`config.mk`:
```
export PLATFORM = sky130hd
export DESIGN_NAME = captura_hex_display
export DESIGN_NICKNAME = d
export VERILOG_FILES = /design/src/rtl/captura_hex_display_pkg.sv /design/src/rtl/captura_hex_display_hex_a_7seg.sv /design/src/rtl/captura_hex_display.sv
export SDC_FILE = /design/constraint.sdc
export NUM_CORES = 1
export LEC_CHECK = 0
export ABC_CLOCK_PERIOD_IN_PS = 2350
export CAP_MARGIN = 25
export CORE_MARGIN = 2
export CORE_UTILIZATION = 45
export DETAILED_ROUTE_END_ITERATION = 6
export GPL_ROUTABILITY_DRIVEN = 0
export GPL_TIMING_DRIVEN = 0
export PLACE_DENSITY_LB_ADDON = 0.1
export RECOVER_POWER = 25
export SLEW_MARGIN = 20
export SYNTH_ARGS = -nofsm -noshare
export SYNTH_HDL_FRONTEND = slang
export SYNTH_SLANG_ARGS = --single-unit
export TNS_END_PERCENT = 10
```
`constraint.sdc`:
```
create_clock -name clk -period 2.35 [get_ports clk]
set_input_delay 0.705 -clock clk [delete_from_list [all_inputs] [get_ports clk]]
set_output_delay 0.705 -clock clk [all_outputs]
set_load 0.01 [all_outputs]
```
`src/rtl/captura_hex_display_pkg.sv`:
```
// captura_pkg: shared FSM state type, default key codes and hex segment table
package captura_pkg;
  typedef enum logic [1:0] {EMPTY, ENTRY, FULL} state_t;
  localparam logic [3:0] CLEAR_DEF = 4'hE;
  localparam logic [3:0] ENTER_DEF = 4'hF;
  localparam logic [6:0] SEG_BLANK = 7'h7F;
  // Active-low {g,f,e,d,c,b,a}, entry 15 (F) first down to entry 0
  localparam logic [15:0][6:0] SEG_TABLE = {
    7'h0E, 7'h06, 7'h21, 7'h46, 7'h03, 7'h08, 7'h10, 7'h00,
    7'h78, 7'h02, 7'h12, 7'h19, 7'h30, 7'h24, 7'h79, 7'h40
  };
endpackage

```
`src/rtl/captura_hex_display_hex_a_7seg.sv`:
```
// hex_a_7seg: combinational hex nibble to active-low 7-segment pattern
module hex_a_7seg
  import captura_pkg::*;
(
  input  logic [3:0] hex_i,
  output logic [6:0] seg_o
);
  assign seg_o = SEG_TABLE[hex_i];
endmodule

```
`src/rtl/captura_hex_display.sv`:
```
// captura_hex_display: keypad entry buffer with commit/clear and multiplexed hex display
module captura_hex_display
  import captura_pkg::*;
#(
  parameter int         SCAN_DIV   = 50000,
  parameter logic [3:0] CLEAR_CODE = CLEAR_DEF,
  parameter logic [3:0] ENTER_CODE = ENTER_DEF
) (
  input  logic        clk,
  input  logic        reset,
  input  logic        key_valid,
  input  logic [3:0]  key_code,
  output logic [15:0] value,
  output logic        value_valid,
  output logic [2:0]  digit_count,
  output logic [3:0]  an,
  output logic [6:0]  seg
);
  localparam int SW = (SCAN_DIV > 2) ? $clog2(SCAN_DIV) : 1;
  localparam logic [SW-1:0] SCAN_LAST = SW'(SCAN_DIV - 1);
  state_t      state_q;
  logic [15:0] buf_q, value_q;
  logic        vv_q;
  logic [2:0]  cnt_q;
  logic [SW-1:0] scan_q, scan_d;
  logic [1:0]  idx_q, idx_d;
  logic [3:0]  an_q, an_d, nib;
  logic [6:0]  seg_q, seg_d, hex_seg;
  logic        wrap, lit;
  // Entry FSM: digits shift in from the right, enter commits, clear discards
  always_ff @(posedge clk) begin
    if (!reset) begin
      state_q <= EMPTY;
      buf_q   <= '0;
      cnt_q   <= '0;
      value_q <= '0;
      vv_q    <= 1'b0;
    end else begin
      vv_q <= 1'b0;
      if (key_valid) begin
        if (key_code == CLEAR_CODE) begin
          state_q <= EMPTY;
          buf_q   <= '0;
          cnt_q   <= '0;
        end else if (key_code == ENTER_CODE) begin
          if (state_q != EMPTY) begin
            value_q <= buf_q;
            vv_q    <= 1'b1;
            state_q <= EMPTY;
            buf_q   <= '0;
            cnt_q   <= '0;
          end
        end else if (state_q != FULL) begin
          buf_q   <= {buf_q[11:0], key_code};
          cnt_q   <= cnt_q + 3'd1;
          state_q <= (cnt_q == 3'd3) ? FULL : ENTRY;
        end
      end
    end
  end
  // Scan divider and digit selection; digit i is lit only while it holds a typed nibble
  always_comb begin
    wrap   = (scan_q == SCAN_LAST);
    scan_d = wrap ? '0 : scan_q + 1'b1;
    idx_d  = wrap ? idx_q + 2'd1 : idx_q;
    lit    = ({1'b0, idx_q} < cnt_q);
    nib    = buf_q[{idx_q, 2'b00} +: 4];
    an_d   = lit ? ~(4'b0001 << idx_q) : 4'hF;
    seg_d  = lit ? hex_seg : SEG_BLANK;
  end
  hex_a_7seg u_hex (.hex_i(nib), .seg_o(hex_seg));
  // Registered scan state and display drive
  always_ff @(posedge clk) begin
    if (!reset) begin
      scan_q <= '0;
      idx_q  <= '0;
      an_q   <= 4'hF;
      seg_q  <= SEG_BLANK;
    end else begin
      scan_q <= scan_d;
      idx_q  <= idx_d;
      an_q   <= an_d;
      seg_q  <= seg_d;
    end
  end
  assign value       = value_q;
  assign value_valid = vv_q;
  assign digit_count = cnt_q;
  assign an          = an_q;
  assign seg         = seg_q;
endmodule

```
==> impl_metrics.csv <==
group,metric,value,unit
timing,setup_violations,0,
clocking,cts_buffers,9,
timing,setup_slack,0.182,ns
synthesis,synth_nets,350,
clocking,clock_sinks,67,
die,core_area,6390,um^2
synthesis,ys_warn_count,0,
synthesis,synth.area.top_cells,"dfxtp_1 45%, a21boi_0 9.0%, nand2_1 8.3%, ha_1 5.9%, nand3_1 4.0%",
timing,worstMarginPinSlew,0.483,ns
timing,hold_viol,0,
routing,vias,2401,
place,dpl.hpwl,4.30,mm
synthesis,async_flop_share,0,
global_routing,grt_pass1_wl,10.3,mm
pwr,pwr-share-clk,0.373,
clocking,clockBufferDepth,2,
worst_setup_path,reg2reg_depth,6,
layout,final_cells,458,
die,die_area,7310,um^2
pwr,power.density,598,nW/um^2
timing,fin_setup_tns,0,ns
synthesis,netlist_top_cells_count,"67 x dfxtp_1, 66 x nand2_1, 36 x a21boi_0",
timing,rsz0062_at_grt,"no",
timing,relSlewSlack,0.677,
worst_setup_path,path_class,"in2reg",
synthesis,synth_ff_type,"dfxtp_1",
place,post-place-ws,-0.247,ns
synthesis,syn_area,2990,um^2
pwr,irDropWorstVdd,0.318,mV
clocking,cts.repair.resized,0,
worst_setup_path,worstPathMaxFanout,10,
die,core.rowCount,29,
clocking,hold_buffers,0,
timing,clock_skew,0.00798,ns
synthesis,synth-seq-area-share,0.449,
clocking,htree_levels,3,
layout,post-route-util,0.563,
clocking,clk_latency,0.34,ns
routing,viasPerCell,5.24,
global_routing,grt_pass1_vias,2257,
synthesis,synth_edf_count,0,
worst_setup_path,end_kind,"flip-flop",
die,pin_count,38,
clocking,root_buffer,"clkbuf_8",
global_routing,antenna_found_initial,0,
place,dp_cells,443,
routing,routed_wl,5.97,mm
timing,period_share,0.922,
die,die_w,85.5,um
synthesis,yosysMostFrequentCell,"dfxtp_1",
flow_run,cap_violations,0,
routing,drc,0,
routing,firstDrtPassIters,4,
pwr,p_comb_frac,0.079,
worst_setup_path,required,2.61,ns
pwr,p_leak,1.21,nW
synthesis,yosys.area.top_type_share,0.449,
synthesis,synth_seq_cells,67,
run_status,status,"finished clean",
synthesis,syn_area_per_cell,9.09,um^2
worst_setup_path,worstPathArrival,2.43,ns
routing,antenna_left,0,
layout,drive_above_1_share,0.0840,
clocking,cts_tree,"done",
synthesis,synth_top_area_cell,"dfxtp_1",
timing,max_freq,0.461,GHz
die,fp.dieH,85.5,um
synthesis,synth_cell_types,40,
pwr,seqPwrFrac,0.548,
place,port_buffers,37,
timing,whs,0.462,ns
pwr,p_switching,0.535,mW
routing,routedWlPerCell,13.0,um
layout,nets,397,
min_path,hold_class,"reg2reg",
global_routing,grt_use_total,0.179,
synthesis,synthCells,329,
pwr,internal-power,1.62,mW
worst_setup_path,startpoint_type,"primary input",
global_routing,grt_overflow,0,
routing,first_iter_violations,114,
clocking,clk_pin_slew,0.07,ns
timing,period_minus_slack,2.17,ns
global_routing,grt_start_max_net_pins,12,
layout,syn2layout_area_growth,20.4,%
die,initial_core_util,0.468,
layout,diodes,0,
timing,drv_slew,0,
pwr,netSwitchingFraction,0.248,
min_path,hold_depth,1,
clocking,post_cts_buffers,0,
[layer usage]
metal  share of wire  global-route usage
met3           0.043              0.0452
met2            0.45               0.278
met4           0.015              0.0794
met5               0                   0
met1            0.50               0.236
[power groups by stage]
stage | logic, mW | clock network [mW] | registers [mW]
after detailed placement | 0.175 | 0 | 1.20
after global routing | 0.191 | 0.883 | 1.18
after CTS | 0.176 | 0.827 | 1.18
final | 0.170 | 0.803 | 1.18
after floorplan | 0.0999 | 0 | 1.21
after global placement | 0.173 | 0 | 1.20
[final timing paths]
kind                                  start   endpoint  slack (ns)
worst max-delay path            key_code[1]  value[10]        0.18
worst min-delay path              scan_q[0]  scan_q[0]        0.46
worst max register to register     idx_q[0]     seg[1]        0.38
worst min register to register    scan_q[0]  scan_q[0]        0.46
[sequential cells by signal, summed over array words and instances, names as in the netlist]
register and count:
value 16, an 4, state_q 2, buf_q 16, scan_q 16, idx_q 2
digit_count 3, value_valid 1, seg 7
[per-stage QoR]
| step | power [mW] | cell area, um^2 |
|---|---|---|
| after floorplan | 1.31 | 2990 |
| after global placement | 1.38 | 3460 |
| after detailed placement | 1.38 | 3460 |
| after CTS | 2.18 | 3620 |
| after global routing | 2.26 | 3600 |
| final | 2.15 | 3600 |
[area by class of cell]
cell class | count | area, um^2
fill | 592 | 2790
multi-input combinational | 235 | 1510
sequential | 67 | 1340
timing repair buffer | 37 | 370
clock buffer | 11 | 131
tap | 77 | 96.3
buffer | 15 | 77.6
inverter | 11 | 41.3
clock inverter | 5 | 30.0
[worst max-delay path, stage by stage]
cell and delay, ns:
clkdlybuf4s50_1 0.56, nand4_1 0.19, nor2_1 0.44, buf_2 0.29, nand2_1 0.08, a21boi_0 0.16
[layout by cell type (no fill, tap or decap), drive strengths merged, types with 5 or more instances in the layout]
master / Yosys / routed
dfxtp: 67 / 67
nand2: 66 / 66
a21boi: 36 / 36
clkdlybuf4s50: 0 / 30
nand3: 24 / 24
clkbuf: 9 / 21
nor2: 17 / 17
ha: 14 / 14
inv: 11 / 11
xnor2: 11 / 11
dlygate4sd3: 0 / 7
nand4: 5 / 5
o221ai: 5 / 5
a21oi: 5 / 5
nor3: 5 / 5
buf: 7 / 5
[cells by family after synthesis]
logic type,count (synthesis),share of synthesized area
mux,9,0.0473
fa+ha+maj,14,0.0586
buf+inv,27,0.0410
compound gates,55,0.135
simple gates,143,0.228
flops,67,0.449
xor+xnor,14,0.0410
No activity file was read; power rests on OpenSTA's default activity.
==> RTL edit: new RTL, config.mk and constraints unchanged <==
Add an input register stage for `key_valid` and `key_code`, with the module's reset; this delays them by one clock.
--- a/src/rtl/captura_hex_display.sv
+++ b/src/rtl/captura_hex_display.sv
@@ -18,6 +18,20 @@
 );
   localparam int SW = (SCAN_DIV > 2) ? $clog2(SCAN_DIV) : 1;
   localparam logic [SW-1:0] SCAN_LAST = SW'(SCAN_DIV - 1);
+
+  logic key_valid_q;
+  logic [3:0] key_code_q;
+
+  always_ff @(posedge clk) begin
+    if (!reset) begin
+      key_valid_q <= '0;
+      key_code_q  <= '0;
+    end else begin
+      key_valid_q <= key_valid;
+      key_code_q  <= key_code;
+    end
+  end
+
   state_t      state_q;
   logic [15:0] buf_q, value_q;
   logic        vv_q;
@@ -37,12 +51,12 @@
       vv_q    <= 1'b0;
     end else begin
       vv_q <= 1'b0;
-      if (key_valid) begin
-        if (key_code == CLEAR_CODE) begin
+      if (key_valid_q) begin
+        if (key_code_q == CLEAR_CODE) begin
           state_q <= EMPTY;
           buf_q   <= '0;
           cnt_q   <= '0;
-        end else if (key_code == ENTER_CODE) begin
+        end else if (key_code_q == ENTER_CODE) begin
           if (state_q != EMPTY) begin
             value_q <= buf_q;
             vv_q    <= 1'b1;
@@ -51,7 +65,7 @@
             cnt_q   <= '0;
           end
         end else if (state_q != FULL) begin
-          buf_q   <= {buf_q[11:0], key_code};
+          buf_q   <= {buf_q[11:0], key_code_q};
           cnt_q   <= cnt_q + 3'd1;
           state_q <= (cnt_q == 3'd3) ? FULL : ENTRY;
         end
Function: changed (a bounded check fails within 4 cycles, from zero or initial values and one cycle with reset low).
==> RTL edit against the unedited design <==
- hold slack lost 0.0022 ns
- clock power grew 62%
- routed wire length grew 4.9%
- first-iteration DRC count shrank 30%
- design area grew 6.7%
- setup slack gained 0.094 ns
- global-route usage shrank 0.10 points
- power grew 25%
- sequential cell count grew 5
- sequential power grew 7%
- synthesized area grew 4.4%
- critical path type is now reg2reg
- critical endpoint is now seg[3]
==> RTL edit: results <==
yosys:
  synthArstFlopShare_pct: 0
  yosysWarnings: 0
  synth_area_per_cell_um2: 9.24
  synth-xor-area-share_pct: 3.93
  synthMuxAreaShare_pct: 10.3
  synth_fa_ha_area_share_pct: 5.61
  synth_common_cells: "80 x nand2_1, 72 x dfxtp_1, 23 x mux2i_1, 19 x nor2_1, 15 x a21boi_0"
  synth_nets: 359
  synth.top_cell.area_share_pct: 46.2
  synth-compound-area-share_pct: 8.38
  seq_area_frac_synth_pct: 46.2
  synth.area.top_cells: "dfxtp_1 46%, nand2_1 9.6%, mux2i_1 7.4%, ha_1 5.6%, a21boi_0 3.6%"
setup_path:
  crit_fanout: 7
  slowest_stage: "mux4_2"
  reg2reg_depth: 7
  ff2ff_setup_slack_ns: 0.28
  critPathTopFamily: "multiplexers"
  crit_arrival_ns: 2.35
  crit_start: "idx_q[0]"
  crit_end: "seg[3]"
placed_design:
  post_dp_cell_area_um2: 3580
  pre_cts_ws_ns: 0.271
  dp_hpwl_um: 4520
  numPortBuffers: 36
  placed_cells: 454
power_and_ir_drop:
  p_leak_nw: 1.42
  peakVddDrop_uv: 297
global_routing:
  grt_pass1_vias: 2235
  use_met1_pct: 22.3
  grt_use_met2_pct: 28.8
  grtUsageTotal_pct: 17.8
  grt_first_pass_wirelength_um: 10500
  grt_max_degree: 13
layout:
  fin_nets: 406
  drive_above_1_share_pct: 6.67
  fillers: 626
  finalNonFillerCells: 470
route:
  routed_wl_um: 6260
  routed-wl-met2_um: 2930
  drtIter0Drc: 80
  vias: 2358
  wl_met3_um: 194
  m1WireLength_um: 3010
sta:
  fin_skew_ns: 0.00639
  max_freq_mhz: 482
  slew_headroom_pct: 51.6
hold_path:
  hp-class: "reg2reg"
outcome:
  outcome: "completed"
RTL edit: worst reg2reg max path, stage by stage, from the launching register on:
cell and delay (ns):
dfxtp_1 0.36, buf_2 0.24, mux4_2 0.60, inv_1 0.16, ha_1 0.26, nor2b_1 0.18, a211oi_1 0.06, o21ai_0 0.15
RTL edit: kinds of logic after synthesis:
kind of cell,after synthesis
compound gates,37
xor+xnor,14
fa+ha+maj,14
buf+inv,27
flops,72
mux,27
simple gates,147
RTL edit: worst min path at each step:
stage          startpoint        end  slack (ns)  depth (start not counted)
5_1_grt          value[0]   value[0]        0.48                          2
3_3_place_gp    scan_q[0]  scan_q[0]        0.44                          1
4_1_cts          value[3]   value[3]        0.47                          2
3_5_place_dp    scan_q[0]  scan_q[0]        0.45                          1
2_1_floorplan   scan_q[0]  scan_q[0]        0.43                          1
6_report         value[3]   value[3]        0.46                          2
RTL edit: area by class of cell:
cell class | count | area (µm²) | share of cell area [%]
buffer | 17 | 67.6 | 1.76
timing repair buffer | 36 | 360 | 9.38
multi-input combinational | 239 | 1570 | 40.7
sequential | 72 | 1440 | 37.5
clock inverter | 5 | 128 | 3.32
inverter | 10 | 37.5 | 0.977
clock buffer | 11 | 141 | 3.68
tap | 80 | 100 | 2.61
RTL edit: metrics by stage:
step	total power, mW	hold slack, ns
2_1_floorplan	1.37	0.430
3_3_place_gp	1.42	0.443
3_5_place_dp	1.43	0.449
4_1_cts	2.72	0.467
5_1_grt	2.78	0.484
6_report	2.69	0.460
RTL edit: report_power, final:
| group | internal, mW | leakage [nW] | switching, mW | total, mW |
|---|---|---|---|---|
| registers | 1.24 | 0.584 | 0.0181 | 1.26 |
| logic | 0.0647 | 0.710 | 0.0706 | 0.135 |
| clock network | 0.842 | 0.130 | 0.456 | 1.30 |
| total | 2.15 | 1.42 | 0.544 | 2.69 |
